`config.mk`:
```
export PLATFORM = sky130hd
export DESIGN_NAME = partial_fm_scheduler
export DESIGN_NICKNAME = d
export VERILOG_FILES = /design/src/rtl/partial_fm_scheduler.sv
export SDC_FILE = /design/constraint.sdc
export NUM_CORES = 2
export LEC_CHECK = 0
export ABC_AREA = 1
export CORE_AREA = 8 8 592 594
export DETAILED_ROUTE_END_ITERATION = 16
export DIE_AREA = 0 0 600 602
export PLACE_DENSITY = 0.44
export SLEW_MARGIN = 40
export SYNTH_ARGS = -nofsm -noshare
export SYNTH_HDL_FRONTEND = slang
export SYNTH_SLANG_ARGS = --single-unit
```
`constraint.sdc`:
```
create_clock -name clk -period 50.2 [get_ports clk]
set_input_delay 10.04 -clock clk [delete_from_list [all_inputs] [get_ports clk]]
set_output_delay 10.04 -clock clk [all_outputs]
set_load 0.02 [all_outputs]
```
`src/rtl/partial_fm_scheduler.sv`:
```
// Sequences the partial feature-map engine over IN_CH channels and accumulates three saturated Q1.15 maps.
// Optional watchdog on the RUN wait is enabled by defining SCHED_TIMEOUT_EN.
module partial_fm_scheduler #(
    parameter int OP_SIZE = 4,
    parameter int IN_CH   = 3,
    parameter int CH_W    = 2,
    parameter int ACC_W   = 18,
    parameter int TIMEOUT = 256
) (
    input  logic                          clk,
    input  logic                          rst,
    input  logic                          start,
    output logic                          busy,
    output logic [CH_W-1:0]               ch_sel,
    output logic                          eng_rst,
    input  logic                          eng_done,
    input  logic [16*OP_SIZE*OP_SIZE-1:0] eng_ik1,
    input  logic [16*OP_SIZE*OP_SIZE-1:0] eng_ik2,
    input  logic [16*OP_SIZE*OP_SIZE-1:0] eng_ik3,
    output logic [16*OP_SIZE*OP_SIZE-1:0] fm1,
    output logic [16*OP_SIZE*OP_SIZE-1:0] fm2,
    output logic [16*OP_SIZE*OP_SIZE-1:0] fm3,
    output logic                          fm_valid,
    input  logic                          fm_ready,
    output logic                          err
);

    localparam int N  = OP_SIZE * OP_SIZE;
    localparam int KW = (N > 1) ? $clog2(N) : 1;
    localparam logic signed [ACC_W-1:0] MAXV = ACC_W'(32767);
    localparam logic signed [ACC_W-1:0] MINV = -ACC_W'(32768);

    if ((2 ** CH_W) < IN_CH || ACC_W < 16 + $clog2(IN_CH) || TIMEOUT < 1) begin : g_param_check
        $error("partial_fm_scheduler: illegal parameter combination");
    end

    typedef enum logic [2:0] {S_IDLE, S_RUN, S_ACCUM, S_NEXT, S_DONE} state_t;

    state_t                  r_state;
    logic                    r_busy;
    logic [CH_W-1:0]         r_ch_sel;
    logic                    r_eng_rst;
    logic                    r_fm_valid;
    logic                    r_err;
    logic [KW-1:0]           r_k;
    logic signed [ACC_W-1:0] r_acc1 [N];
    logic signed [ACC_W-1:0] r_acc2 [N];
    logic signed [ACC_W-1:0] r_acc3 [N];

`ifdef SCHED_TIMEOUT_EN
    localparam int WD_W = $clog2(TIMEOUT + 1);
    logic [WD_W-1:0]         r_wd;
`endif

    logic [15:0]      w_e1, w_e2, w_e3;
    logic [ACC_W-1:0] w_sum1, w_sum2, w_sum3;
    logic             w_first_ch;
    logic             w_last_k;
    logic             w_last_ch;

    // Channel 0 discards prior contents, so every schedule starts from clean sums.
    always_comb begin
        w_first_ch = (r_ch_sel == '0);
        w_last_k   = (r_k == KW'(N - 1));
        w_last_ch  = (r_ch_sel == CH_W'(IN_CH - 1));
        w_e1       = eng_ik1[16*r_k +: 16];
        w_e2       = eng_ik2[16*r_k +: 16];
        w_e3       = eng_ik3[16*r_k +: 16];
        w_sum1     = (w_first_ch ? '0 : r_acc1[r_k]) + {{(ACC_W-16){w_e1[15]}}, w_e1};
        w_sum2     = (w_first_ch ? '0 : r_acc2[r_k]) + {{(ACC_W-16){w_e2[15]}}, w_e2};
        w_sum3     = (w_first_ch ? '0 : r_acc3[r_k]) + {{(ACC_W-16){w_e3[15]}}, w_e3};
    end

    function automatic logic [15:0] sat16(input logic signed [ACC_W-1:0] a);
        if (a > MAXV)      return 16'h7FFF;
        else if (a < MINV) return 16'h8000;
        else               return a[15:0];
    endfunction

    always_comb begin
        fm1 = '0;
        fm2 = '0;
        fm3 = '0;
        for (int unsigned i = 0; i < N; i++) begin
            fm1[16*i +: 16] = sat16(r_acc1[i]);
            fm2[16*i +: 16] = sat16(r_acc2[i]);
            fm3[16*i +: 16] = sat16(r_acc3[i]);
        end
    end

    always_ff @(posedge clk or posedge rst) begin
        if (rst) begin
            r_state    <= S_IDLE;
            r_busy     <= 1'b0;
            r_ch_sel   <= '0;
            r_eng_rst  <= 1'b1;
            r_fm_valid <= 1'b0;
            r_err      <= 1'b0;
            r_k        <= '0;
`ifdef SCHED_TIMEOUT_EN
            r_wd       <= '0;
`endif
            for (int unsigned i = 0; i < N; i++) begin
                r_acc1[i] <= '0;
                r_acc2[i] <= '0;
                r_acc3[i] <= '0;
            end
        end else begin
            case (r_state)
                S_IDLE: begin
                    r_eng_rst <= 1'b1;
                    if (start) begin
                        r_busy    <= 1'b1;
                        r_ch_sel  <= '0;
                        r_err     <= 1'b0;
                        r_eng_rst <= 1'b0;
`ifdef SCHED_TIMEOUT_EN
                        r_wd      <= '0;
`endif
                        r_state   <= S_RUN;
                    end
                end
                S_RUN: begin
                    if (eng_done) begin
                        r_k     <= '0;
                        r_state <= S_ACCUM;
                    end
`ifdef SCHED_TIMEOUT_EN
                    else if (r_wd == WD_W'(TIMEOUT - 1)) begin
                        r_err     <= 1'b1;
                        r_busy    <= 1'b0;
                        r_eng_rst <= 1'b1;
                        r_state   <= S_IDLE;
                    end else begin
                        r_wd <= r_wd + 1'b1;
                    end
`endif
                end
                S_ACCUM: begin
                    r_acc1[r_k] <= w_sum1;
                    r_acc2[r_k] <= w_sum2;
                    r_acc3[r_k] <= w_sum3;
                    r_k         <= r_k + 1'b1;
                    if (w_last_k) begin
                        if (w_last_ch) begin
                            r_fm_valid <= 1'b1;
                            r_state    <= S_DONE;
                        end else begin
                            r_eng_rst <= 1'b1;
                            r_state   <= S_NEXT;
                        end
                    end
                end
                S_NEXT: begin
                    r_ch_sel  <= r_ch_sel + 1'b1;
                    r_eng_rst <= 1'b0;
`ifdef SCHED_TIMEOUT_EN
                    r_wd      <= '0;
`endif
                    r_state   <= S_RUN;
                end
                S_DONE: begin
                    if (fm_ready) begin
                        r_fm_valid <= 1'b0;
                        r_busy     <= 1'b0;
                        r_eng_rst  <= 1'b1;
                        r_state    <= S_IDLE;
                    end
                end
                default: r_state <= S_IDLE;
            endcase
        end
    end

    assign busy     = r_busy;
    assign ch_sel   = r_ch_sel;
    assign eng_rst  = r_eng_rst;
    assign fm_valid = r_fm_valid;
    assign err      = r_err;

endmodule

```
; Yosys cells after proc, flatten, opt, wreduce, memory -nomap -nowiden
; Index checks and enable logic that the tools add are counted.
[word_totals]
out_inout_bits = 774
ramBits = 0
in_bits = 773
register_bits = 876
elab_cells = 321
memories = 0
romBits = 0
latch_bits = 0
[classes]
order_cmp = 98
n_shift = 3
add_sub_neg = 5
div = 0
n_eq_ne = 12
n_bitwise = 1
n_reduce_logical = 14
n_mux = 134
multipliers = 0
[ops]
columns = operator, count
row1 = $mux 16, 96
row2 = $bwmux 288, 3
row3 = $gt 18x16->1 const B, 48
row4 = $lt 18x16->1 const B, 48
row5 = $shiftx 256x9->16, 3
row6 = $bmux 18 s4, 3
row7 = $mux 18, 10
row8 = $demux 18 s4, 1
row9 = $add 18x18->18, 3
row10 = $mux 3, 5
row11 = $pmux 3 s5, 1
row12 = $ne 2x2->1 const B, 6
row13 = $reduce_and 4->1, 3
row14 = $mux 1, 8
row15 = $pmux 4 s2, 1
row16 = $reduce_bool 2->1, 4
row17 = $eq 3x2->1 const B, 2
row18 = $ge 5x5->1 const B, 1
row19 = $lt 5x1->1 const B, 1
row20 = $not 4->5, 1
row21 = $add 4x1->4 const B, 1
row22 = $eq 4x4->1 const B, 1
row23 = $mux 4, 1
row24 = $pmux 1 s2, 2
row25 = 13 further kinds, 14

; Logic depth before layout (Yosys ltp)
[depth]
ltp_word = 7
mapped_depth = 24
mapped_depth_nobuf = 20

; Worst setup path before layout
; OpenSTA, ideal clock, no wires.
[synth_path]
kind = input to register
start = input port eng_ik3[32]
end = register r_acc3[122] in the netlist's numbering
t_required_ns = 50.070
arrival_ns = 12.091
slack_ns = 37.979
n_path_buf = 1
cell_stages = 17
path_cell_list = o21ai_0 o22ai_1 nand2_1 nand4_1 ha_1 inv_1 fa_1 nand3b_1 nand2_1 a21oi_2 o21bai_1 nand2_1 nand2_1 nand2_1 buf_2 nand3_1 o21ai_0
[synth_between]
elab_chain_cells = 3
[synth_lines]
columns = item, line
row1 = from (decl), 19  ; input logic [16*OP_SIZE*OP_SIZE-1:0] eng_ik3,
row2 = $shiftx 256x9->16, 68  ; w_e3 = eng_ik3[16*r_k +: 16];
row3 = $add 18x18->18, 71  ; w_sum3 = (w_first_ch ? '0 : r_acc3[r_k]) + {{(ACC_W-16){w_e3[15]}}, w_e3};
row4 = $bwmux 288, 142  ; r_acc3[r_k] <= w_sum3;
row5 = "to (signal, indexed assignment)", 142
row6 = to (decl), 48  ; logic signed [ACC_W-1:0] r_acc3 [N];
; No other way between the ends.
; A chain may end at the register's enable or synchronous reset.

; Final worst setup path
[layout_path]
start = input port eng_ik2[233]
end = register r_acc2[32] in the netlist's numbering
[layout_between]
elab_chain_cells = 3
[layout_lines]
columns = item, line
row1 = from (decl), 18  ; input logic [16*OP_SIZE*OP_SIZE-1:0] eng_ik2,
row2 = $shiftx 256x9->16, 67  ; w_e2 = eng_ik2[16*r_k +: 16];
row3 = $add 18x18->18, 70  ; w_sum2 = (w_first_ch ? '0 : r_acc2[r_k]) + {{(ACC_W-16){w_e2[15]}}, w_e2};
row4 = $bwmux 288, 141  ; r_acc2[r_k] <= w_sum2;
row5 = "to (signal, indexed assignment)", 141
row6 = to (decl), 47  ; logic signed [ACC_W-1:0] r_acc2 [N];
; No other way between the ends.

==> results.py <==
metrics = {
    "synthesis": {
        "seq_area_frac_synth_pct": 39.3,
        "synth_area_per_cell_um2": 6.84,
        "synthCells": 8153,
        "syn-num-nets": 8986,
        "yosys.cell_types.count": 47,
        "synthFlopType": "dfrtp_1",
        "syn_area_um2": 55800,
        "yosysWarnings": 0,
        "synthArstFlopShare_pct": 100,
        "ys_seq_elements": 876,
        "synth_edf_count": 0,
    },
    "clock_tree": {
        "path_clk_slew_ns": 0.06,
        "cts_root_buf": "clkbuf_16",
        "clock_path_buffers": 3,
        "numClockSinks": 876,
        "cts_setup_buffers": 0,
        "cts_resized": 0,
        "htree_levels": 3,
        "cts-buffers-inserted": 104,
        "cts_tree": "done",
        "clk-insertion-delay-late_ns": 0.82,
        "hold_buffers": 0,
    },
    "sta": {
        "setup_violations": 0,
        "fin_crit_ns": 13.93,
        "slew_headroom_pct": 34.8,
        "drv_slew": 0,
        "hold_viol": 0,
        "max_freq_ghz": 0.0718,
        "worstMarginPinSlew_ns": 0.974,
        "post-route-period-util_pct": 27.8,
        "skew_ns": 0.117,
        "rsz0062_at_grt": "false",
        "tns_ns": 0,
    },
    "die": {
        "initial_core_util_pct": 16.4,
        "core_um2": 341000,
        "die_y_um": 602,
        "io_pins": 1547,
        "num_rows": 215,
        "die_area_um2": 361000,
        "die_w_um": 600,
    },
    "worst_setup_path": {
        "r2r_slack_ns": 42.49,
        "r2r-start": "r_k[0]$_DFFE_PP0P_",
        "cp-end-kind": "flip-flop",
        "crit_required_ns": 50.88,
        "crit_type": "in2reg",
        "start_kind": "input port",
        "worstRegToRegCells": 19,
        "worstPathArrival_ns": 14.61,
        "critPathMaxFanout": 9,
        "r2r_end": "r_acc2[32]$_DFFE_PP0P_",
    },
    "global_route": {
        "grt_pass1_vias": 61951,
        "grt_use_total_pct": 23.1,
        "overflow": 0,
        "grt_max_degree": 157,
        "busiest_layer": "met2",
        "grt_first_pass_wirelength_um": 576000,
        "use_met2_pct": 38.9,
        "grtUsageMet3_pct": 4.63,
        "antenna_found_initial": 56,
        "use_met1_pct": 28.1,
    },
    "drt": {
        "first_pass_iters": 9,
        "drt-total-wl_um": 440000,
        "wire_per_inst_um": 31.5,
        "vias": 65022,
        "viasPerCell": 4.66,
        "ant_nets": 0,
        "drt_iter0_drc": 7565,
        "drc_errors": 0,
    },
    "hold_path": {
        "hp-start": "r_acc3[39]$_DFFE_PP0P_",
        "whs_path_depth": 2,
        "hold_end": "r_acc3[39]$_DFFE_PP0P_",
        "min_path_type": "reg2reg",
    },
    "place": {
        "place.gp.congestion": 0.899,
        "hpwl_um": 347000,
        "io_buffers": 1545,
        "place_inst": 13738,
    },
    "layout": {
        "area_growth_pct": 44.4,
        "fin_cells": 13960,
        "fin_nets": 10121,
        "final_common_cell": "nand2_1",
        "finish.utilization_pct": 23.6,
        "final_cell_mix": "1689 x nand2_1, 1545 x clkdlybuf4s50_1, 1458 x a21oi_1, 1170 x o21ai_0, 873 x dfrtp_1",
        "drive_gt1_share_pct": 6.27,
    },
    "run": {
        "maxCapViolCount": 0,
    },
    "outcome": {
        "status": "finished, final reports clean",
    },
}
## cells by family (layout without fill, tap and decap cells)
family                   count (synthesis)  count (layout)  share of synthesized area [%]
adder cells (fa/ha/maj)                 60              60                           1.39
AO/OA/AOI/OAI                         3133            3133                           29.3
XOR/XNOR                                31              31                          0.514
flip-flops                             876             876                           39.3
buffers and inverters                 1598            2820                           11.7
other                                    1              29                        0.00672
AND/OR/NAND/NOR                       2454            2454                           17.9
## area by class of cell
| type | count | area [µm²] |
|---|---|---|
| fill | 38354 | 261000 |
| multi-input combinational | 5679 | 28700 |
| sequential | 876 | 21900 |
| timing repair buffer | 1741 | 17300 |
| tap | 4557 | 5700 |
| inverter | 886 | 3380 |
| clock buffer | 156 | 3020 |
| clock inverter | 37 | 474 |
| antenna | 28 | 70.1 |
## sequential cells by signal, indices dropped and copies added, names as in the netlist, 2 cells and up
register,cells
r_acc3,288
ch_sel,2
r_acc2,288
r_k,4
r_acc1,288
r_state,3
## worst max-delay path: stages
cell and delay, ns:
clkdlybuf4s50_1 0.46, nand2_1 0.14, a22oi_1 0.39, o22ai_1 0.20, buf_4 0.25, nor2_1 0.58, ha_1 0.47, a21oi_1 0.25
o21ai_0 0.11, a21oi_1 0.25, inv_1 0.09, nand2_1 0.09, nand3_1 0.65, buf_4 0.46, nand3_1 0.10, nand2_1 0.07
## per-stage QoR
step | hold slack, ns | area, µm² | worst slack [ns]
6_report | 0.481 | 80600 | 36.27
5_1_grt | 0.496 | 80500 | 35.74
4_1_cts | 0.482 | 80400 | 35.90
3_5_place_dp | 0.466 | 76900 | 35.11
3_3_place_gp | 0.463 | 76000 | 35.00
2_1_floorplan | 0.449 | 55800 | 15.54
## worst max-delay path by stage
| stage | startpoint | to | slack (ns) | depth (start not counted) |
|---|---|---|---|---|
| floorplan | rst | busy$_DFFE_PP0P_ | 15.54 | 1 |
| global placement | eng_ik3[98] | r_acc3[157]$_DFFE_PP0P_ | 35.00 | 14 |
| detailed placement | eng_ik3[98] | r_acc3[229]$_DFFE_PP0P_ | 35.11 | 15 |
| CTS | eng_ik3[98] | r_acc3[13]$_DFFE_PP0P_ | 35.90 | 15 |
| global route | eng_ik3[98] | r_acc3[13]$_DFFE_PP0P_ | 35.74 | 15 |
| finish | eng_ik2[233] | r_acc2[32]$_DFFE_PP0P_ | 36.27 | 16 |
## synthesized netlist by cell type (2+ instances only)
cell type	instances	area, µm²
nand2_1	1691	6350
or2_1	25	156
buf_1	15	56.3
nand4_1	23	144
xnor2_2	2	32.5
or2_0	18	113
buf_2	202	1010
a21oi_2	4	35.0
a32oi_1	50	438
ha_1	57	713
o211ai_1	4	30.0
buf_4	39	293
nor2_4	6	67.6
a22oi_1	53	398
nor2_2	4	25.0
o211ai_2	2	25.0
nand3_1	286	1430
o21bai_1	8	60.1
nor3_1	50	250
o21ai_1	156	781
nand3b_1	10	75.1
and2_1	3	18.8
a211oi_1	5	37.5
nor2_1	321	1200
xnor2_1	13	114
clkbuf_1	425	1600
a32o_1	9	90.1
or2_2	2	12.5
dfrtp_1	875	21900
a21o_1	3	22.5
o21ai_0	1176	5890
a21oi_1	1516	7590
a41oi_1	6	52.6
nand3_2	6	60.1
nand2_2	8	50.1
inv_1	855	3210
inv_2	30	113
xor2_1	16	140
clkbuf_2	17	85.1
o22ai_1	140	876
fa_1	3	60.1
buf_6	14	158
## routing by layer
metal	wire length, µm	vias to the layer above
li1	-	29352
met1	173000	32049
met2	210000	3096
met3	34200	509
met4	24000	16
met5	87	-
Power is left out: the tool's default activity adds up to more than one toggle a clock period on the data nets, which glitch-free logic cannot reach.
